===== src/rtl/hub75_pkg.sv =====
// hub75_pkg -- shared types and default timing for the HUB75 scan controller.
//   state_t      : scan FSM states
//   DEF_*        : default panel geometry and timing
//   LATCH_CYCLES : width of the LAT pulse in clk cycles
//   width_of()   : counter width able to hold 0..n-1 (minimum 1 bit)
package hub75_pkg;

  localparam int unsigned DEF_COLS      = 32;
  localparam int unsigned DEF_ROWS      = 16;
  localparam int unsigned DEF_CLK_DIV   = 2;
  localparam int unsigned DEF_ON_CYCLES = 256;
  localparam int unsigned LATCH_CYCLES  = 2;

  typedef enum logic [2:0] {
    ST_IDLE,
    ST_SHIFT,
    ST_BLANK,
    ST_LATCH,
    ST_SHOW
  } state_t;

  function automatic int unsigned width_of(input int unsigned n);
    return (n > 1) ? $clog2(n) : 1;
  endfunction

endpackage


===== src/rtl/hub75_timer.sv =====
// hub75_timer -- loadable down-counter with a zero flag.
// Loading N-1 on the cycle before a state is entered makes done rise on the
// N-th cycle spent in that state.
//   clk, reset : clock, asynchronous active-high reset
//   load       : load load_value this cycle (takes priority over counting)
//   load_value : start value of the countdown
//   done       : count has reached zero
module hub75_timer #(
  parameter int unsigned WIDTH = 8
) (
  input  logic             clk,
  input  logic             reset,
  input  logic             load,
  input  logic [WIDTH-1:0] load_value,
  output logic             done
);

  logic [WIDTH-1:0] count;

  // NOTE: state registers use non-blocking assignments so every flop samples
  // the pre-edge values of the others, independent of process ordering.
  always_ff @(posedge clk or posedge reset) begin
    if (reset) begin
      count <= '0;
    end else if (load) begin
      count <= load_value;
    end else if (count != '0) begin
      count <= count - 1'b1;
    end
  end

  assign done = (count == '0);

endmodule


===== src/rtl/hub75_scan_ctrl.sv =====
// hub75_scan_ctrl -- HUB75 LED panel scan controller.
// Per row: shift COLS pixel pairs (OCLK), blank, latch (LAT), then show
// (OEN low) for ON_CYCLES. Frames repeat while enable is high; enable is
// only looked at in IDLE and at the end of the last row.
//   clk, reset        : clock, asynchronous active-high reset
//   enable            : 1 = scan frames continuously
//   rd_addr / rd_data : {row, col} framebuffer read, data one cycle later
//   r1..b2            : registered colour bits for the upper/lower half
//   A, B, C, D        : row select, A = LSB
//   OCLK, LAT, OEN    : panel shift clock, latch, output enable (active low)
//   frame_done        : one-cycle pulse after the last row of a frame
//
// Panel outputs are registered decodes of the current state, so they show
// up one cycle after the state that produces them. rd_addr is instead
// registered from the next-state counters so it is aligned with the phase
// and the RAM data is ready for the capture at phase step 1.
module hub75_scan_ctrl
  import hub75_pkg::*;
#(
  parameter int unsigned COLS      = DEF_COLS,
  parameter int unsigned ROWS      = DEF_ROWS,
  parameter int unsigned CLK_DIV   = DEF_CLK_DIV,
  parameter int unsigned ON_CYCLES = DEF_ON_CYCLES
) (
  input  logic                                       clk,
  input  logic                                       reset,
  input  logic                                       enable,
  output logic [width_of(ROWS)+width_of(COLS)-1:0]   rd_addr,
  input  logic [5:0]                                 rd_data,
  output logic                                       r1,
  output logic                                       g1,
  output logic                                       b1,
  output logic                                       r2,
  output logic                                       g2,
  output logic                                       b2,
  output logic                                       A,
  output logic                                       B,
  output logic                                       C,
  output logic                                       D,
  output logic                                       OCLK,
  output logic                                       LAT,
  output logic                                       OEN,
  output logic                                       frame_done
);

  localparam int unsigned ROW_W = width_of(ROWS);
  localparam int unsigned COL_W = width_of(COLS);
  localparam int unsigned K_W   = width_of(2 * CLK_DIV);
  localparam int unsigned TMR_W = width_of((ON_CYCLES > LATCH_CYCLES) ? ON_CYCLES : LATCH_CYCLES);

  localparam logic [K_W-1:0]   K_LAST     = K_W'(2 * CLK_DIV - 1);
  localparam logic [K_W-1:0]   K_CAPTURE  = K_W'(1);
  localparam logic [K_W-1:0]   K_OCLK     = K_W'(CLK_DIV);
  localparam logic [COL_W-1:0] COL_LAST   = COL_W'(COLS - 1);
  localparam logic [ROW_W-1:0] ROW_LAST   = ROW_W'(ROWS - 1);
  localparam logic [TMR_W-1:0] TMR_LATCH  = TMR_W'(LATCH_CYCLES - 1);
  localparam logic [TMR_W-1:0] TMR_SHOW   = TMR_W'(ON_CYCLES - 1);

  state_t           state, state_nxt;
  logic [K_W-1:0]   k, k_nxt;
  logic [COL_W-1:0] col, col_nxt;
  logic [ROW_W-1:0] row, row_nxt;

  logic             tmr_load;
  logic [TMR_W-1:0] tmr_value;
  logic             tmr_done;

  logic             oclk_d, lat_d, oen_d, frame_done_d;
  logic [3:0]       abcd, abcd_d;
  logic [5:0]       rgb;

  // One timer serves both the LATCH and SHOW durations.
  hub75_timer #(
    .WIDTH(TMR_W)
  ) u_timer (
    .clk       (clk),
    .reset     (reset),
    .load      (tmr_load),
    .load_value(tmr_value),
    .done      (tmr_done)
  );

  // ---------------------------------------------------------------- FSM ---
  always_ff @(posedge clk or posedge reset) begin
    if (reset) begin
      state <= ST_IDLE;
    end else begin
      state <= state_nxt;
    end
  end

  // NOTE: every combinational output gets a default before the case so no
  // path leaves it unassigned, which would otherwise infer a latch.
  always_comb begin
    state_nxt = state;
    case (state)
      ST_IDLE:  if (enable) state_nxt = ST_SHIFT;
      ST_SHIFT: if (k == K_LAST && col == COL_LAST) state_nxt = ST_BLANK;
      ST_BLANK: state_nxt = ST_LATCH;
      ST_LATCH: if (tmr_done) state_nxt = ST_SHOW;
      ST_SHOW: begin
        // A frame in progress always completes; enable only matters here.
        if (tmr_done) state_nxt = (row != ROW_LAST || enable) ? ST_SHIFT : ST_IDLE;
      end
      default:  state_nxt = ST_IDLE;
    endcase
  end

  always_comb begin
    oclk_d       = (state == ST_SHIFT) && (k >= K_OCLK);
    lat_d        = (state == ST_LATCH);
    oen_d        = (state != ST_SHOW);
    frame_done_d = (state == ST_SHOW) && tmr_done && (row == ROW_LAST);
    abcd_d       = (state == ST_BLANK) ? 4'(row) : abcd;
    // Load on the cycle before LATCH/SHOW so done marks their last cycle.
    tmr_load     = (state == ST_BLANK) || ((state == ST_LATCH) && tmr_done);
    tmr_value    = (state == ST_BLANK) ? TMR_LATCH : TMR_SHOW;
  end

  // ----------------------------------------------------------- counters ---
  always_comb begin
    k_nxt   = k;
    col_nxt = col;
    row_nxt = row;
    case (state)
      ST_IDLE: begin
        k_nxt   = '0;
        col_nxt = '0;
        row_nxt = '0;
      end
      ST_SHIFT: begin
        if (k == K_LAST) begin
          k_nxt   = '0;
          col_nxt = (col == COL_LAST) ? '0 : col + 1'b1;
        end else begin
          k_nxt = k + 1'b1;
        end
      end
      ST_SHOW: begin
        if (tmr_done) row_nxt = (row == ROW_LAST) ? '0 : row + 1'b1;
      end
      default: ;
    endcase
  end

  always_ff @(posedge clk or posedge reset) begin
    if (reset) begin
      k       <= '0;
      col     <= '0;
      row     <= '0;
      rd_addr <= '0;
    end else begin
      k       <= k_nxt;
      col     <= col_nxt;
      row     <= row_nxt;
      rd_addr <= {row_nxt, col_nxt};
    end
  end

  // ------------------------------------------------------ panel outputs ---
  always_ff @(posedge clk or posedge reset) begin
    if (reset) begin
      rgb        <= '0;
      abcd       <= '0;
      OCLK       <= 1'b0;
      LAT        <= 1'b0;
      OEN        <= 1'b1;
      frame_done <= 1'b0;
    end else begin
      // rd_addr has been stable since phase step 0, so the RAM word is valid.
      if (state == ST_SHIFT && k == K_CAPTURE) rgb <= rd_data;
      abcd       <= abcd_d;
      OCLK       <= oclk_d;
      LAT        <= lat_d;
      OEN        <= oen_d;
      frame_done <= frame_done_d;
    end
  end

  assign {r1, g1, b1, r2, g2, b2} = rgb;
  assign {D, C, B, A}             = abcd;

endmodule


===== config.mk =====
export PLATFORM = sky130hd
export DESIGN_NAME = hub75_scan_ctrl
export DESIGN_NICKNAME = d
export VERILOG_FILES = /design/src/rtl/hub75_pkg.sv /design/src/rtl/hub75_timer.sv /design/src/rtl/hub75_scan_ctrl.sv
export SDC_FILE = /design/constraint.sdc
export NUM_CORES = 1
export LEC_CHECK = 0
export ABC_CLOCK_PERIOD_IN_PS = 3300
export BUFFER_PORTS_ARGS = -buffer_cell sky130_fd_sc_hd__buf_4
export CELL_PAD_IN_SITES_DETAIL_PLACEMENT = 1
export CELL_PAD_IN_SITES_GLOBAL_PLACEMENT = 1
export CORE_MARGIN = 4
export CORE_UTILIZATION = 46
export DETAILED_ROUTE_END_ITERATION = 7
export GPL_ROUTABILITY_DRIVEN = 1
export PLACE_DENSITY = 0.92
export SYNTH_ARGS = -nofsm -noshare
export SYNTH_HDL_FRONTEND = slang
export SYNTH_SLANG_ARGS = --single-unit

===== constraint.sdc =====
create_clock -name clk -period 3.3 [get_ports clk]
set_input_delay 0.66 -clock clk [delete_from_list [all_inputs] [get_ports clk]]
set_output_delay 0.66 -clock clk [all_outputs]
set_load 0.01 [all_outputs]

### After elaboration in Yosys (flattened, before gate mapping)

Index checks and enable logic that the tools add are counted.

* bits in registers: 45
* latch bits: 0
* RAM bits: 0
* ROM bits: 0
* memories: 0

* add/sub/neg operators: 4
* multipliers: 0
* div/mod/pow operators: 0
* $lt $le $gt $ge: 1
* equality and inequality tests: 14
* shift operators: 0
* mux-type cells: 17
* bitwise gates (word level): 0
* reduce and logical (&&, ||, !) cells: 14

Operators with widths (number)
* $mux W8: 3
* $pmux W3 S5: 1
* $mux W3: 4
* $mux W5: 2
* $pmux W5 S2: 1
* $logic_not A8 Y1: 1
* $mux W4: 2
* $ne A2 B2 Y1 const B: 4
* $pmux W4 S2: 1
* $reduce_bool A8 Y1: 1
* $sub A8 B1 Y8 const B: 1
* $eq A3 B2 Y1 const B: 2
* $logic_and A1 B1 Y1: 6
* $add A5 B1 Y5 const B: 1
* $eq A5 B5 Y1 const B: 1
* $add A4 B1 Y4 const B: 1
* $eq A4 B4 Y1 const B: 1
* $ne A4 B4 Y1 const B: 1
* $pmux W2 S2: 1
* $reduce_and A4 Y1: 1
* $reduce_bool A2 Y1: 2
* $eq A3 B1 Y1 const B: 1
* $eq A3 B3 Y1 const B: 1
* $logic_not A3 Y1: 1
* other kinds (8): 9

### Depth between registers and ports, before layout

Gate-level depths: netlist of run 1.

* depth in word-level cells: 5
* gate-level depth with buffers: 7
* mapped depth without buffers: 7

### Cells and area by module

A second synthesis of run 1 with hierarchy kept.

* cells, all modules: 183
* area, all modules: 1869.3 µm²

Modules (own cells, without submodules)
* hub75_scan_ctrl: times used 1, cells an instance 127, area each 1372.6 µm², sequential area each 701.9 µm²
* hub75_timer: times used 1, cells an instance 56, area each 496.7 µm², sequential area each 200.2 µm²

### Worst setup path before layout of run 1

Ideal clock, no wire load.

* path kind: reg-to-reg
* from: reg (tool-made name)
* to: reg (tool-made name)
* setup time: 0.083 ns
* data arrival time: 1.615 ns
* data required time: 3.217 ns
* path slack: 1.602 ns
* cell stages (with the launch flop): 8
* clock period less this slack: 1.698 ns
* cells stage by stage: dfrtp_1 -> ha_1 -> and3_1 -> ha_1 -> nor3_1 -> and4b_1 -> a21oi_1 -> o21ai_0

==> results.md, run 1 <==
- Status: finished, final reports clean
- Worst path cell trace: ha_1 > and3_1 > ha_1 > nor3_1 > and4b_1 > a21oi_1 > o21ai_0
- Tmin final: 1990 ps
- Post-synth EDFFs: 0
- Grt ovf: 0
- Final Slew Violations: 0
- Global-route wire length before repair: 8090 µm
- Final wirelength: 4540 µm
- Post-synthesis xor/xnor area fraction: 0.482%
- Gate count after technology mapping: 177
- Post_cts resized: 0
- Effective utilization at floorplan: 48.5%
- Post-synth top flop: dfrtp_1
- Synth Area in Compound Gates: 14.9%
- Commonest non-fill, non-tap cell in the layout: dfrtp_1
- H-Tree Depth: 2
- Drt drc: 0
- Mux share of post-synthesis cell area: 4.82%
- Critical path fanouts, max: 5
- DR pass1 iterations: 4
- Placed Instance Area: 2070 µm²
- Critical path endpoint category: flip-flop
- WP data arrival: 2190 ps
- Main combinational cell family by area after synthesis: simple AND/OR/NAND/NOR gates
- Maxcap violations: 0
- Smallest hold slack: 469 ps
- Critical Path Max Stage Delay: 440 ps
- Post-synthesis cell type count: 48
- Vias after detailed routing: 1467
- Die W: 70.8 µm
- CP dominant cell by count: ha_1
- Crit Path Category: flip-flop to flip-flop
- Sequential share of the synthesized area: 49.7%
- Worst slew pin tran: 501 ps
- Synth Cell Area: 1820 µm²
- Synthesized Nets: 194
- Largest net degree at the start of global routing: 37
- Syn avg cell area: 10.3 µm²
- Area Overhead vs Synth: 19.1%
- Post-Synth Adder-Cell Area: 5.51%
- Number of global-route vias before repair: 1661
- P_leak: 1.05 nW
- Setup Buffers After CTS: 0
- Multi-input logic area: 842 µm²
- Synth top area cells: dfrtp_1, ha_1, nand2_1, mux2_2, o21ai_0
- Routed Antenna Nets: 0
- #FFs+latches synth: 36
- Dpl hpwl: 3400 µm
- CP max stage cell: dfrtp_1
- Initial antenna violation count: 0
- I/O pin cnt: 32
- Design area: 2160 µm²
- CTS hold repair buffers: 0
- Simple-gate portion of the synthesized area: 20.6%
- Clock Tree Root: clkbuf_8
- Later-pin clock latency in the skew report: 290 ps
- Endpoints failing hold: 0
- Core Util, Final: 57.8%
- Synth warn: 0
- Required time of the critical path: 3500 ps
- Die height: 70.8 µm
- R2R depth: 7
- Max-slew headroom: 66.5%
- Yosys top cell by area: dfrtp_1
- Worst setup SP type: flip-flop
- Post-synth ARST share: 100%
- RSZ-0062 raised after global routing: false
- Core box area: 3740 µm²
- TritonCTS buffer count: 5
- Power Total: 1.66 mW
- Initial DRC Count: 41
- Clk slew on worst S/H paths: 70 ps
- Fill cell count: 448
- Ant diodes: 0
- All-Layer GR Usage: 20.3%
- Via/cell ratio: 5.69
- Worst Clk Skew: 6.96 ps
- Maximum clock insertion buffer count: 2
- Commonest non-fill, non-tap cells in the layout: dfrtp_1, buf_4, nand2_1, nor2_1, o21ai_0
- Pwr per Cell Area: 767 nW/µm²
- Wire per inst: 17.6 µm
- VDD IR-drop max: 367 µV
- CTS Sinks: 36
- CTS tree: yes
- Final Setup Violations: 0
- Routability cong.: 0.817
- Setup Total Neg Slack: 0 ps
- Register Area: 902 µm²
- # port buffers: 31
- Final nets: 226
- Num rows: 22
- Fmax: 502 MHz
- Fraction of layout cells with a size suffix above 1: 24.3%
- Yosys top cell area share: 48.2%
- Type of the tightest min-delay check: input port to asynchronous set/reset pin
- Final worst-path cycle share: 60.4%
- Die ar.: 5020 µm²
==> power breakdown <==
group          switching [mW]  leakage (nW)  total (mW)  internal [mW]
combinational           0.295         0.551       0.611          0.316
sequential              0.149         0.450       0.726          0.577
clock                   0.153        0.0455       0.323          0.170
total                   0.597          1.05        1.66           1.06
==> critical path, delay by kind of cell (launching register included) <==
family | cells | cell delay [ps]
flip-flops | 1 | 440
adder cells (fa/ha/maj) | 2 | 470
AO/OA/AOI/OAI | 2 | 220
AND/OR/NAND/NOR | 3 | 760
==> cells in the mapped netlist (all sizes together) (2+ instances only) <==
cell and n:
a22o 3, or2 2, inv 7, a21oi 4, nand2b 2, buf 4, nor3 3, nor2 12
o211ai 2, nand3b 2, and3 3, a211oi 2, a31oi 5, mux2 6, o31ai 3, dfrtp 35
o21ai 12, nand4 2, a21o 2, nand3 5, clkbuf 3, nand2 26, ha 8, nor2b 3
mux2i 2, nor3b 2
==> worst paths after layout <==
kind                       startpoint         to  slack [ps]
hold / removal                  reset   state[1]         470
setup / recovery            flip-flop  flip-flop        1310
min in group clk              abcd[3]    abcd[3]         500
max in group asynchronous       reset        OEN        2490
setup reg to reg            flip-flop  flip-flop        1310
hold reg to reg               abcd[3]    abcd[3]         500
==> metrics by stage <==
step	instances	worst slack, ps
global placement	250	1460
finish	258	1310
floorplan	177	1600
global route	258	1150
CTS	258	1300
detailed placement	250	1320
==> area by class of cell <==
class	instances	area share, %
inverters	8	1.39
multi-input cells	126	38.9
well taps	48	2.77
flip-flops and latches	36	41.7
clock buffers	8	4.16
repair buffers	32	11.1
==> kinds of logic after synthesis <==
family	count (synthesis)
XOR/XNOR	1
flip-flops	36
AO/OA/AOI/OAI	40
multiplexers	8
AND/OR/NAND/NOR	69
buffers and inverters	15
adder cells (fa/ha/maj)	8
==> routing by layer <==
metal | wire length (µm) | track usage [%]
met3 | 185 | 5.97
met4 | 78 | 7.72
met1 | 1900 | 23.5
met2 | 2370 | 35.2
met5 | 0 | 0
Note: power is estimated with default switching activity, not from simulation.
==> run 2, diff against run 1 <==
--- a/config.mk
+++ b/config.mk
@@ -5,15 +5,15 @@
 export SDC_FILE = /design/constraint.sdc
 export NUM_CORES = 1
 export LEC_CHECK = 0
-export ABC_CLOCK_PERIOD_IN_PS = 3300
+export ABC_CLOCK_PERIOD_IN_PS = 1700
 export BUFFER_PORTS_ARGS = -buffer_cell sky130_fd_sc_hd__buf_4
 export CELL_PAD_IN_SITES_DETAIL_PLACEMENT = 1
 export CELL_PAD_IN_SITES_GLOBAL_PLACEMENT = 1
 export CORE_MARGIN = 4
-export CORE_UTILIZATION = 46
+export CORE_UTILIZATION = 38
 export DETAILED_ROUTE_END_ITERATION = 7
 export GPL_ROUTABILITY_DRIVEN = 1
-export PLACE_DENSITY = 0.92
+export PLACE_DENSITY = 0.82
 export SYNTH_ARGS = -nofsm -noshare
 export SYNTH_HDL_FRONTEND = slang
 export SYNTH_SLANG_ARGS = --single-unit
==> constraint.sdc (replaced) <==
create_clock -name clk -period 1.7 [get_ports clk]
set_input_delay 0.34 -clock clk [delete_from_list [all_inputs] [get_ports clk]]
set_output_delay 0.34 -clock clk [all_outputs]
set_load 0.01 [all_outputs]
==> results.md, run 2 (same netlist as run 1, synthesis figures left out) <==
- Worst setup SP type: flip-flop
- H-Tree Depth: 2 (unchanged)
- Worst slew pin tran: 459 ps (-42.0 ps)
- CTS Sinks: 36 (unchanged)
- Routability cong.: 0.815 (-0.27%)
- Clock Tree Root: clkbuf_8
- Status: finished, final reports clean
- Register Area: 902 µm² (unchanged)
- # port buffers: 31 (unchanged)
- Max-slew headroom: 69.4% (+2.9 points)
- Critical path endpoint category: flip-flop
- Ant diodes: 0 (unchanged)
- Final worst slack: 42.6 ps (-1260 ps)
- Worst path cell trace: inv_2 > ha_1 > nor3b_4 > nand2_4 > or4_1 > nand3_1
- Pwr per Cell Area: 1490 nW/µm² (+94%)
- Drt drc: 0 (unchanged)
- Final Slew Violations: 0 (unchanged)
- Fraction of layout cells with a size suffix above 1: 34.1% (+9.8 points)
- Routed Antenna Nets: 0 (unchanged)
- Core box area: 4500 µm² (+20%)
- Post-Layout Cell Count: 281 (+8.9%)
- Worst Clk Skew: 4.27 ps (-2.69 ps)
- Vias after detailed routing: 1547 (+5.5%)
- Die height: 77.1 µm (+8.9%)
- P_leak: 1.15 nW (+10%)
- Setup Total Neg Slack: 0 ps (unchanged)
- Die W: 77.1 µm (+8.9%)
- Initial antenna violation count: 0 (unchanged)
- Die ar.: 5950 µm² (+19%)
- VDD IR-drop max: 578 µV (+58%)
- TritonCTS buffer count: 5 (unchanged)
- Critical Path Max Stage Delay: 500 ps (+60 ps)
- Type of the tightest min-delay check: input port to asynchronous set/reset pin
- WP data arrival: 1890 ps (-300 ps)
- Via/cell ratio: 5.51 (-3.2%)
- Fmax: 603 MHz (+20%)
- I/O pin cnt: 32 (unchanged)
- Critical path fanouts, max: 4 (-1)
- Effective utilization at floorplan: 40.3% (-8.2 points)
- Dpl hpwl: 3390 µm (-0.35%)
- WP buf/inv: 1 (+1)
- Endpoints failing hold: 0 (unchanged)
- Commonest non-fill, non-tap cell in the layout: buf_4
- Final worst-path cycle share: 97.5% (+37 points)
- Cell total after placement: 271 (+8.4%)
- CP top delay family: simple AND/OR/NAND/NOR gates
- Final wirelength: 4690 µm (+3.4%)
- Number of global-route vias before repair: 1627 (-2.0%)
- Required time of the critical path: 1930 ps (-1570 ps)
- Largest net degree at the start of global routing: 37 (unchanged)
- Multi-input logic area: 876 µm² (+4.0%)
- Fill cell count: 516 (+15%)
- Global-route wire length before repair: 7880 µm (-2.6%)
- Num rows: 24 (+9.1%)
- Grt ovf: 0 (unchanged)
- Wire per inst: 16.7 µm (-5.1%)
- Clk slew on worst S/H paths: 70 ps (about the same)
- CP max stage cell: or4_1
- DR pass1 iterations: 4 (unchanged)
- Final nets: 245 (+8.4%)
- Smallest hold slack: 156 ps (-313 ps)
- Setup Slack @ Placement: -28.7 ps (-1350 ps)
- Tmin final: 1660 ps (-335 ps)
- Later-pin clock latency in the skew report: 290 ps (about the same)
- CTS tree: yes
- All-Layer GR Usage: 16.5% (-3.8 points)
- Final Setup Violations: 0 (unchanged)
- Commonest non-fill, non-tap cells in the layout: buf_4, dfrtp_1, nand2_1, nor2_1, o21ai_0
- Initial DRC Count: 57 (+39%)
- Maximum clock insertion buffer count: 2 (unchanged)
- Area Overhead vs Synth: 30.5%
- Crit Path Category: flip-flop to flip-flop
- CTS hold repair buffers: 0 (unchanged)
- R2R Setup Slk: 40 ps (-1260 ps)
- Maxcap violations: 0 (unchanged)
-- run 2: cell count changes in the layout (fill, tap and decap cells not counted), moves of 2 or more --
cell | before | now
buf_4 | 32 | 50
clkbuf_1 | 2 | 0
inv_1 | 7 | 5
inv_2 | 0 | 2
o21ai_0 | 11 | 9
o21ai_1 | 1 | 3
-- run 2: where the power goes --
part           total, mW  internal [mW]  switching, mW
combinational       1.40          0.753          0.650
sequential          1.37           1.12          0.250
clock              0.765          0.434          0.331
-- run 2: cell type report --
type	instances	share of cell area, %
Clock inverter	3	1.79
Multi-Input combinational cell	126	36.9
Tap cell	52	2.74
Sequential cell	36	38.0
Timing Repair Buffer	51	16.3
Clock buffer	5	2.90
Inverter	8	1.27
-- run 2: final timing paths --
check | startpoint | to | cells past startpoint
setup / recovery | u_timer.count[0] | flip-flop | 6
hold / removal | reset | abcd[0] | 3
setup reg to reg | u_timer.count[0] | flip-flop | 6
hold reg to reg | abcd[1] | abcd[1] | 2
max in group asynchronous | reset | OEN | 3
min in group clk | rd_data[3] | rgb[3] | 2
-- run 2: through the flow --
step | power (mW) | cell area [µm²] | utilization (%)
2_1_floorplan | 2.16 | 1820 | -
3_3_place_gp | 2.65 | 2210 | 49.0
3_5_place_dp | 2.74 | 2210 | 49.0
4_1_cts | 3.52 | 2320 | 51.6
5_1_grt | 3.80 | 2370 | 52.6
6_report | 3.54 | 2370 | 52.6
-- run 2: timing repair --
item / in CTS / in global routing
endpoints found under the setup margin: 2 / 10
setup buffers: 0 / 2
resized for setup: 1 / 11
cloned: 0 / 0
pin swaps: 0 / 1
hold endpoints to repair: 0 / 0
-- run 2: per-layer routing --
layer	GRT usage (%)	share of wire, %	wire length [µm]	vias up
met5	0	0	0	-
met4	5.34	1.4	67	0
met3	4.57	4.9	232	6
met2	28.9	51	2380	36
met1	19.5	43	2010	774
li1	-	-	-	731
-- run 2: worst min-delay path, stage by stage --
cell and delay [ps]:
buf_4 110, inv_1 40, buf_4 390
